`src/rtl/m_cycleacc.sv`:
```
// m_cycleacc: 64-bit cycle and retired-instruction counters, each split into
// 32-bit lo/hi words. The carry into a hi word is registered, so the hi word
// updates one edge after the lo word wraps.
//
// Ports:
//   clk, rst_n          clock (rising edge) and asynchronous active-low reset
//   corerunning         retire pulses are ignored while low
//   retire, ccnt[5:0]   instruction retired this cycle and the cycles it used
//   rd_req, rd_sel[1:0] read request; 0 cyc_lo, 1 cyc_hi, 2 ret_lo, 3 ret_hi
//   rd_ack, rd_data     one-cycle read acknowledge and registered read data
//   wr_req, wr_sel[1:0] write request (same word encoding as rd_sel)
//   wr_data[31:0]       write data
//   wr_ack              one-cycle write acknowledge
//   carry_pend          a hi-word carry is waiting to be applied
module m_cycleacc #(
    parameter int unsigned NO_CYCLECNT = 0
) (
    input  logic        clk,
    input  logic        rst_n,
    input  logic        corerunning,
    input  logic        retire,
    input  logic [5:0]  ccnt,
    input  logic        rd_req,
    input  logic [1:0]  rd_sel,
    output logic        rd_ack,
    output logic [31:0] rd_data,
    input  logic        wr_req,
    input  logic [1:0]  wr_sel,
    input  logic [31:0] wr_data,
    output logic        wr_ack,
    output logic        carry_pend
);

    typedef enum logic [1:0] {
        S_IDLE = 2'd0,
        S_WAIT = 2'd1,
        S_ACK  = 2'd2
    } rd_state_e;

    rd_state_e   state_q, state_d;
    logic [31:0] cyc_lo_q, cyc_lo_d;
    logic [31:0] cyc_hi_q, cyc_hi_d;
    logic [31:0] ret_lo_q, ret_lo_d;
    logic [31:0] ret_hi_q, ret_hi_d;
    logic        cy_c_q, cy_c_d;
    logic        cy_r_q, cy_r_d;
    logic [31:0] rd_data_q, rd_data_d;
    logic        rd_ack_q, rd_ack_d;
    logic        wr_ack_q, wr_ack_d;
    logic        rd_pend_q, rd_pend_d;
    logic [1:0]  rd_psel_q, rd_psel_d;

    logic        ret_acc;
    logic        wr_cl, wr_ch, wr_rl, wr_rh;
    logic [31:0] cyc_inc;
    logic [32:0] cyc_sum, ret_sum;
    logic        rd_go;
    logic [1:0]  sel_eff;
    logic        sel_hi_pend;

    function automatic logic [31:0] word_mux(input logic [1:0] sel,
                                             input logic [31:0] w0,
                                             input logic [31:0] w1,
                                             input logic [31:0] w2,
                                             input logic [31:0] w3);
        logic [31:0] r;
        unique case (sel)
            2'd0:    r = w0;
            2'd1:    r = w1;
            2'd2:    r = w2;
            default: r = w3;
        endcase
        return r;
    endfunction

    // Counter datapath
    always_comb begin
        ret_acc = retire & corerunning;
        wr_cl   = wr_req && (wr_sel == 2'd0);
        wr_ch   = wr_req && (wr_sel == 2'd1);
        wr_rl   = wr_req && (wr_sel == 2'd2);
        wr_rh   = wr_req && (wr_sel == 2'd3);

        cyc_inc = (NO_CYCLECNT != 0) ? 32'd1 : {26'b0, ccnt};
        cyc_sum = {1'b0, cyc_lo_q} + {1'b0, cyc_inc};
        ret_sum = {1'b0, ret_lo_q} + 33'd1;

        // A write to a lo word overrides that counter's increment and
        // suppresses its carry; the other counter is unaffected.
        cyc_lo_d = wr_cl ? wr_data : (ret_acc ? cyc_sum[31:0] : cyc_lo_q);
        ret_lo_d = wr_rl ? wr_data : (ret_acc ? ret_sum[31:0] : ret_lo_q);
        cy_c_d   = ret_acc & ~wr_cl & cyc_sum[32];
        cy_r_d   = ret_acc & ~wr_rl & ret_sum[32];

        // A pending carry is consumed every edge; a hi write discards it.
        cyc_hi_d = wr_ch ? wr_data : cyc_hi_q + {31'b0, cy_c_q};
        ret_hi_d = wr_rh ? wr_data : ret_hi_q + {31'b0, cy_r_q};

        wr_ack_d = wr_req;
    end

    // Read FSM. A read colliding with a write is parked in rd_pend_q so it
    // is served in the next cycle even if rd_req has already dropped.
    always_comb begin
        state_d     = state_q;
        rd_data_d   = rd_data_q;
        rd_ack_d    = 1'b0;
        rd_pend_d   = rd_pend_q;
        rd_psel_d   = rd_psel_q;

        rd_go       = rd_req | rd_pend_q;
        sel_eff     = rd_pend_q ? rd_psel_q : rd_sel;
        sel_hi_pend = ((sel_eff == 2'd1) && cy_c_q) ||
                      ((sel_eff == 2'd3) && cy_r_q);

        unique case (state_q)
            S_IDLE: begin
                if (rd_go) begin
                    rd_psel_d = sel_eff;
                    if (wr_req) begin
                        rd_pend_d = 1'b1;
                    end else begin
                        rd_pend_d = 1'b0;
                        if (sel_hi_pend) begin
                            state_d = S_WAIT;
                        end else begin
                            rd_data_d = word_mux(sel_eff, cyc_lo_q, cyc_hi_q,
                                                 ret_lo_q, ret_hi_q);
                            rd_ack_d  = 1'b1;
                            state_d   = S_ACK;
                        end
                    end
                end
            end
            S_WAIT: begin
                // hi word has absorbed its carry by now
                rd_data_d = word_mux(rd_psel_q, cyc_lo_q, cyc_hi_q,
                                     ret_lo_q, ret_hi_q);
                rd_ack_d  = 1'b1;
                state_d   = S_ACK;
            end
            S_ACK: begin
                state_d = S_IDLE;
            end
            default: begin
                state_d = S_IDLE;
            end
        endcase
    end

    always_ff @(posedge clk or negedge rst_n) begin
        if (!rst_n) begin
            state_q   <= S_IDLE;
            cyc_lo_q  <= '0;
            cyc_hi_q  <= '0;
            ret_lo_q  <= '0;
            ret_hi_q  <= '0;
            cy_c_q    <= 1'b0;
            cy_r_q    <= 1'b0;
            rd_data_q <= '0;
            rd_ack_q  <= 1'b0;
            wr_ack_q  <= 1'b0;
            rd_pend_q <= 1'b0;
            rd_psel_q <= '0;
        end else begin
            state_q   <= state_d;
            cyc_lo_q  <= cyc_lo_d;
            cyc_hi_q  <= cyc_hi_d;
            ret_lo_q  <= ret_lo_d;
            ret_hi_q  <= ret_hi_d;
            cy_c_q    <= cy_c_d;
            cy_r_q    <= cy_r_d;
            rd_data_q <= rd_data_d;
            rd_ack_q  <= rd_ack_d;
            wr_ack_q  <= wr_ack_d;
            rd_pend_q <= rd_pend_d;
            rd_psel_q <= rd_psel_d;
        end
    end

    assign rd_ack     = rd_ack_q;
    assign rd_data    = rd_data_q;
    assign wr_ack     = wr_ack_q;
    assign carry_pend = cy_c_q | cy_r_q;

endmodule

```
`config.mk`:
```
export PLATFORM = sky130hd
export DESIGN_NAME = m_cycleacc
export DESIGN_NICKNAME = d
export VERILOG_FILES = /design/src/rtl/m_cycleacc.sv
export SDC_FILE = /design/constraint.sdc
export NUM_CORES = 1
export LEC_CHECK = 0
export ABC_AREA = 1
export CORE_MARGIN = 5
export CORE_UTILIZATION = 30
export CTS_CLUSTER_SIZE = 40
export DETAILED_ROUTE_END_ITERATION = 8
export PLACE_DENSITY_LB_ADDON = 0.3
export SYNTH_ARGS = -nofsm -noshare
export SYNTH_HDL_FRONTEND = slang
export SYNTH_SLANG_ARGS = --single-unit
```
`constraint.sdc`:
```
create_clock -name clk -period 3.4 [get_ports clk]
set_input_delay 0.51 -clock clk [delete_from_list [all_inputs] [get_ports clk]]
set_output_delay 0.51 -clock clk [all_outputs]
set_load 0.01 [all_outputs]
```
==> impl_metrics.json, run 1 <==
{
  "status": "finished, final reports clean",
  "synth_area_mm2": 0.01264,
  "synth_flop_cell": "dfrtp_1",
  "track_usage": 0.2420,
  "h-tree-depth": 4,
  "path_buf_inv": 4,
  "drive_above_1_share": 0.04106,
  "avgSynthCellArea_um2": 6.168,
  "first_pass_iters": 5,
  "netlist_instances": 2050,
  "async_flop_share": 1.000,
  "ant_nets": 0,
  "grt_max_degree": 75,
  "drc_errors": 0,
  "yosysUniqueCellTypes": 42,
  "vias_per_cell": 5.210,
  "synth_most_common_cell": "nand2_1",
  "p_leak_uw": 0.006827,
  "power_density_mw_per_mm2": 637.5,
  "postCtsSetupRepairBufs": 0,
  "netlist.area_leader.share": 0.3345,
  "grt_pass1_wl_um": 84730,
  "area_growth_pct": 16.22,
  "synth_edf_count": 0,
  "yosys-top-cells-count": "nand2_1 (832), inv_1 (244), dfrtp_1 (169), nor2_1 (160), nand3_1 (156)",
  "tightest_slew_ps": 1144,
  "cts_root_buffer": "clkbuf_16",
  "seq_area_frac_synth": 0.3345,
  "nFillCells": 4592,
  "ys_ff_latch": 169,
  "crit_path_frequent_cell": "nand2_1",
  "port_buffers": 82,
  "routed_wl_um": 57360,
  "critPathRequiredTime_ps": 3790,
  "grt_pass1_vias": 13200,
  "syn_nets": 2110,
  "crit_family": "buffers and inverters",
  "drv_slew": 0,
  "finalHoldViolCount": 0,
  "die_w_um": 215.3,
  "crit_arrival_ps": 2780,
  "crit_fanout": 36,
  "vias": 13849,
  "layout.area.seq_mm2": 0.004229,
  "path_clk_slew_ps": 70,
  "path_class": "reg -> reg",
  "place_congestion": 0.9793,
  "synth.largest_area_cell": "dfrtp_1",
  "synthTopCellsByArea": "dfrtp_1 (33%), nand2_1 (25%), inv_1 (7.2%)",
  "grt_antenna_before_repair": 0,
  "cts_buffer_depth": 2,
  "cts_tree": "built",
  "post_drt_wl_per_cell_um": 21.58,
  "fin_hold_ws_ps": 104.4,
  "timing.max_cap.violations": 0,
  "fin_setup_tns_ps": 0,
  "start_kind": "flop",
  "drtIter0Drc": 1447,
  "initial_core_util": 0.3021,
  "fmax_mhz": 417.3,
  "ir_worst_vdd_uv": 368.8,
  "hold_class": "in -> async",
  "hold_buffers": 0,
  "cts_sinks": 169,
  "path_cells": "inv_2 -> nand2_1 -> nand2_4 -> buf_4 -> inv_2 -> nor2_8 -> nand2_2 -> nand3_2 -> nand2_4 -> inv_4 -> nand2_1 -> nand2_1",
  "totalPowerFinal_uw": 9367,
  "period_needed_ps": 2397,
  "io_pins": 83,
  "dpl.hpwl_um": 44910,
  "dieArea_mm2": 0.04635,
  "multiInputGateArea_mm2": 0.007144,
  "die_y_um": 215.3,
  "antenna_cells": 0,
  "worst_clock_skew_ps": 17.12,
  "fin_nets": 2166,
  "relSlewSlack": 0.2366,
  "overflow": 0,
  "cts-buffers-inserted": 17,
  "clock_latency_ps": 460,
  "worst_path_largest_cell_delay_ps": 440,
  "ys_warn_count": 0,
  "rsz0062_at_grt": "no",
  "core_mm2": 0.04185,
  "setup.worst_path.end_class": "flop",
  "setup-violations-final": 0,
  "fin_crit_sh": 0.7049,
  "cpMaxStageDelayCell": "inv_4",
  "cts_resized": 0,
  "fp-row-count": 75
}
==> logic make-up (layout without fill, tap and decap cells) <==
logic type	after synthesis	count (layout)	share of synthesized area
simple gates	1242	1242	0.4033
buf+inv	325	394	0.1015
compound gates	267	267	0.1240
flops	169	169	0.3345
xor+xnor	35	35	0.02425
fa+ha+maj	12	12	0.01247
==> per-stage QoR <==
step,setup slack [ps],utilization,area [µm²],std cells
final,1003,0.3511,14690,2658
after global routing,786.6,0.3511,14690,2658
after CTS,991.6,0.3511,14690,2658
after detailed placement,534.2,0.3355,14040,2626
after global placement,550.7,0.3355,14040,2626
after floorplan,1431,-,12640,2050
==> report_power, final <==
group          leakage, µW  internal [µW]  switching, µW
registers          0.00211           2490            749
clock network     0.000309           1320            951
logic              0.00441           1360           2500
total              0.00683           5170           4200
==> layer usage <==
metal  wire length [µm]  share of wire  track usage  vias to the layer above
met3               3729          0.065      0.03518                       76
met2              25640           0.45       0.3846                      501
met1              25960           0.45       0.3370                     6613
met4               2019          0.035      0.08598                        0
met5                  0              0            0                        -
li1                   -              -            -                     6659
==> cells in the final DEF (no fill, tap or decap), types with 2 or more instances in the layout <==
cell,count
clkinvlp_4,2
nor3b_1,2
o21ai_1,29
clkinv_1,3
dfrtp_1,169
bufinv_16,5
ha_1,11
o21ai_0,98
clkbuf_16,17
xnor2_1,5
xor2_1,30
nand3_1,156
clkdlybuf4s50_1,81
o221ai_1,25
a21boi_0,2
nand3b_1,3
clkbuf_1,2
a31oi_1,5
nor2_4,3
clkinv_4,3
a21oi_1,48
o22ai_1,30
nor2_2,8
and2_1,2
inv_1,244
o211ai_1,8
o21bai_1,11
o2111ai_1,11
buf_4,27
nand2_1,832
inv_2,4
nand2_4,3
nand4_1,21
nor3_1,43
inv_6,3
nor2_1,159
nand2_2,3
nand3_2,2
==> registers in the layout, summed over array words and instances, names as in the netlist <==
signal,cells
cyc_hi_q,32
cyc_lo_q,32
rd_data,32
ret_hi_q,32
ret_lo_q,32
rd_psel_q,2
state_q,2
cy_c_q,1
cy_r_q,1
rd_ack,1
rd_pend_q,1
wr_ack,1
==> path summary, 6_finish.rpt <==
| kind | cells past startpoint | from | slack (ps) | end |
|---|---|---|---|---|
| max | 12 | rd_pend_q$_DFFE_PN0P_ | 1000 | rd_data[31]$_DFFE_PN0P_ |
| min | 1 | rst_n | 100 | cyc_lo_q[27]$_DFFE_PN0P_ |
| max reg2reg | 12 | rd_pend_q$_DFFE_PN0P_ | 1000 | rd_data[31]$_DFFE_PN0P_ |
| min reg2reg | 2 | rd_data[25]$_DFFE_PN0P_ | 480 | rd_data[25]$_DFFE_PN0P_ |
| max in group asynchronous | 2 | rst_n | 2390 | cyc_hi_q[26]$_DFF_PN0_ |
| min in group clk | 2 | rd_data[25]$_DFFE_PN0P_ | 480 | rd_data[25]$_DFFE_PN0P_ |
==> area by class of cell <==
type                            instances  share of cell area
Multi-Input combinational cell       1556              0.4862
Inverter                              252             0.06454
Tap cell                              539             0.04590
Clock buffer                           19             0.02946
Timing Repair Buffer                  110             0.07127
Sequential cell                       169              0.2878
Clock inverter                         13             0.01482
(Power assumes the default switching activity.)
==> inputs of run 2 (changes only) <==
==> constraint.sdc (replaced) <==
create_clock -name clk -period 2.5 [get_ports clk]
set_input_delay 0.375 -clock clk [delete_from_list [all_inputs] [get_ports clk]]
set_output_delay 0.375 -clock clk [all_outputs]
set_load 0.01 [all_outputs]
==> run 2 against run 1 <==
Against the previous run: count of clock-buffer cells in the layout increased by 1; clock power increased by 26%; flip-flop and latch count unchanged; maximum frequency increased by 5.2%; sequential share of layout area decreased by 0.50 points; final area increased by 1.8%; non-clock buffer count increased by 32; setup slack got worse by 780 ps; final cell count increased by 1.2%; critical path type unchanged; critical endpoint is now rd_data[11]$_DFFE_PN0P_; largest cell class unchanged; highest routed layer unchanged.
==> impl_metrics.json, run 2 (synthesized netlist as in run 1, its figures left out) <==
{
  "grt_max_degree": 53,
  "cpMaxStageDelayCell": "dfrtp_1",
  "dp_slack_ps": -155.7,
  "critPathRequiredTime_ps": 2930,
  "totalPowerFinal_uw": 12710,
  "worst_slack_ps": 221.7,
  "p_leak_uw": 0.006983,
  "tightest_slew_ps": 1158,
  "place_congestion": 0.9667,
  "timing.max_cap.violations": 0,
  "power_density_mw_per_mm2": 850.2,
  "drtIter0Drc": 1440,
  "drc_errors": 0,
  "antenna_cells": 0,
  "status": "finished, final reports clean",
  "die_y_um": 215.3,
  "met3_wirelength_um": 4804,
  "worstReg2RegEnd": "rd_data[11]$_DFFE_PN0P_",
  "setup-violations-final": 0,
  "r2r_slack_ps": 220,
  "path_buf_inv": 4,
  "finalInstanceArea_mm2": 0.01495,
  "grt_pass1_wl_um": 85900,
  "path_cells": "inv_2 -> nand2_1 -> nand2_4 -> buf_4 -> inv_2 -> nor2_8 -> nand2_2 -> nand3_2 -> nand2_4 -> inv_4 -> nand2_1 -> nand2_1",
  "crit_fanout": 36,
  "setup.worst_path.end_class": "flop",
  "routed_wl_um": 58330,
  "period_needed_ps": 2278,
  "fp-row-count": 75,
  "ir_worst_vdd_uv": 491.6,
  "overflow": 0,
  "area_growth_pct": 18.28,
  "initial_core_util": 0.3021,
  "die_w_um": 215.3,
  "final_cells": 2690,
  "fin_nets": 2198,
  "cts_buffer_depth": 2,
  "wl_met2_um": 25470,
  "rr_startpoint": "rd_pend_q$_DFFE_PN0P_",
  "top_layer": "met4",
  "drive_above_1_share": 0.05532,
  "worst_path_largest_cell_delay_ps": 430,
  "h-tree-depth": 4,
  "hold_class": "in -> async",
  "cts_tree": "built",
  "ant_nets": 0,
  "path_clk_slew_ps": 70,
  "fin_crit_sh": 0.9113,
  "core_mm2": 0.04185,
  "final_util": 0.3573,
  "fmax_mhz": 438.9,
  "relSlewSlack": 0.2269,
  "dieArea_mm2": 0.04635,
  "io_pins": 83,
  "cts_root_buffer": "clkbuf_16",
  "port_buffers": 82,
  "grt_pass1_vias": 13540,
  "finalHoldViolCount": 0,
  "placed_area_mm2": 0.01434,
  "path_class": "reg -> reg",
  "grt_antenna_before_repair": 0,
  "layout_common_cells": "nand2_1 (832), inv_1 (244), dfrtp_1 (169)",
  "cts-buffers-inserted": 17,
  "clock_latency_ps": 500,
  "track_usage": 0.2499,
  "cts_sinks": 169,
  "post_drt_wl_per_cell_um": 21.69,
  "vias": 13893,
  "crit_arrival_ps": 2710,
  "start_kind": "flop",
  "worst_clock_skew_ps": 9.680,
  "met1Wirelength_um": 25700,
  "rsz0062_at_grt": "no",
  "mostFrequentLayoutCell": "nand2_1",
  "drv_slew": 0,
  "worstRegToRegCells": 12,
  "crit_family": "buffers and inverters",
  "vias_per_cell": 5.165,
  "dpl.hpwl_um": 45810,
  "first_pass_iters": 6,
  "place_inst": 2657,
  "crit_path_frequent_cell": "nand2_1"
}
[run 2: area by class of cell]
type	count	area [µm²]
flip-flops and latches	169	4229
well taps	539	674.4
clock buffers	20	456.7
multi-input cells	1556	7144
fillers	4649	26900
inverters	252	948.4
repair buffers	142	1353
clock inverters	12	148.9
[run 2: worst reg2reg max path, cell delays in order, from the launching register on]
cell,delay (ps)
dfrtp_1,430
inv_2,80
nand2_1,90
nand2_4,70
buf_4,370
inv_2,130
nor2_8,250
nand2_2,110
nand3_2,100
nand2_4,70
inv_4,310
nand2_1,130
nand2_1,80
[run 2: report_power, final]
part | switching [µW] | internal [µW]
clock | 1260 | 1610
sequential | 1020 | 3390
combinational | 3480 | 1960
[run 2: per-layer routing]
metal / up-vias / global-route usage
met1: 6568 / 0.3345
met3: 81 / 0.06586
met4: 0 / 0.1022
met5: - / 0
li1: 6716 / -
met2: 528 / 0.3846
[run 2: worst max path at each step]
stage / start / to / slack, ps / cells past startpoint
after global placement: rd_sel[1] / rd_data[14]$_DFFE_PN0P_ / -110 / 11
after global routing: rd_pend_q$_DFFE_PN0P_ / rd_data[22]$_DFFE_PN0P_ / 70 / 12
final: rd_pend_q$_DFFE_PN0P_ / rd_data[11]$_DFFE_PN0P_ / 220 / 12
after detailed placement: rd_sel[1] / rd_data[0]$_DFFE_PN0P_ / -160 / 11
after CTS: rd_pend_q$_DFFE_PN0P_ / rd_data[0]$_DFFE_PN0P_ / 160 / 11
after floorplan: cyc_lo_q[0]$_DFFE_PN0P_ / cyc_lo_q[6]$_DFFE_PN0P_ / 650 / 10
[run 2: what timing repair did]
item | 4_1_cts | 5_1_grt
hold buffers | 1 | 0
setup buffers | 0 | 0
endpoints found under the hold margin | 48 | 0
resized for setup | 0 | 0
[run 2: stage by stage]
stage | hold slack [ps] | setup TNS [ps]
2_1_floorplan | 79.41 | 0
3_3_place_gp | 405.0 | -1732
3_5_place_dp | 405.6 | -3632
4_1_cts | 425.6 | 0
5_1_grt | 469.5 | 0
6_report | 419.2 | 0
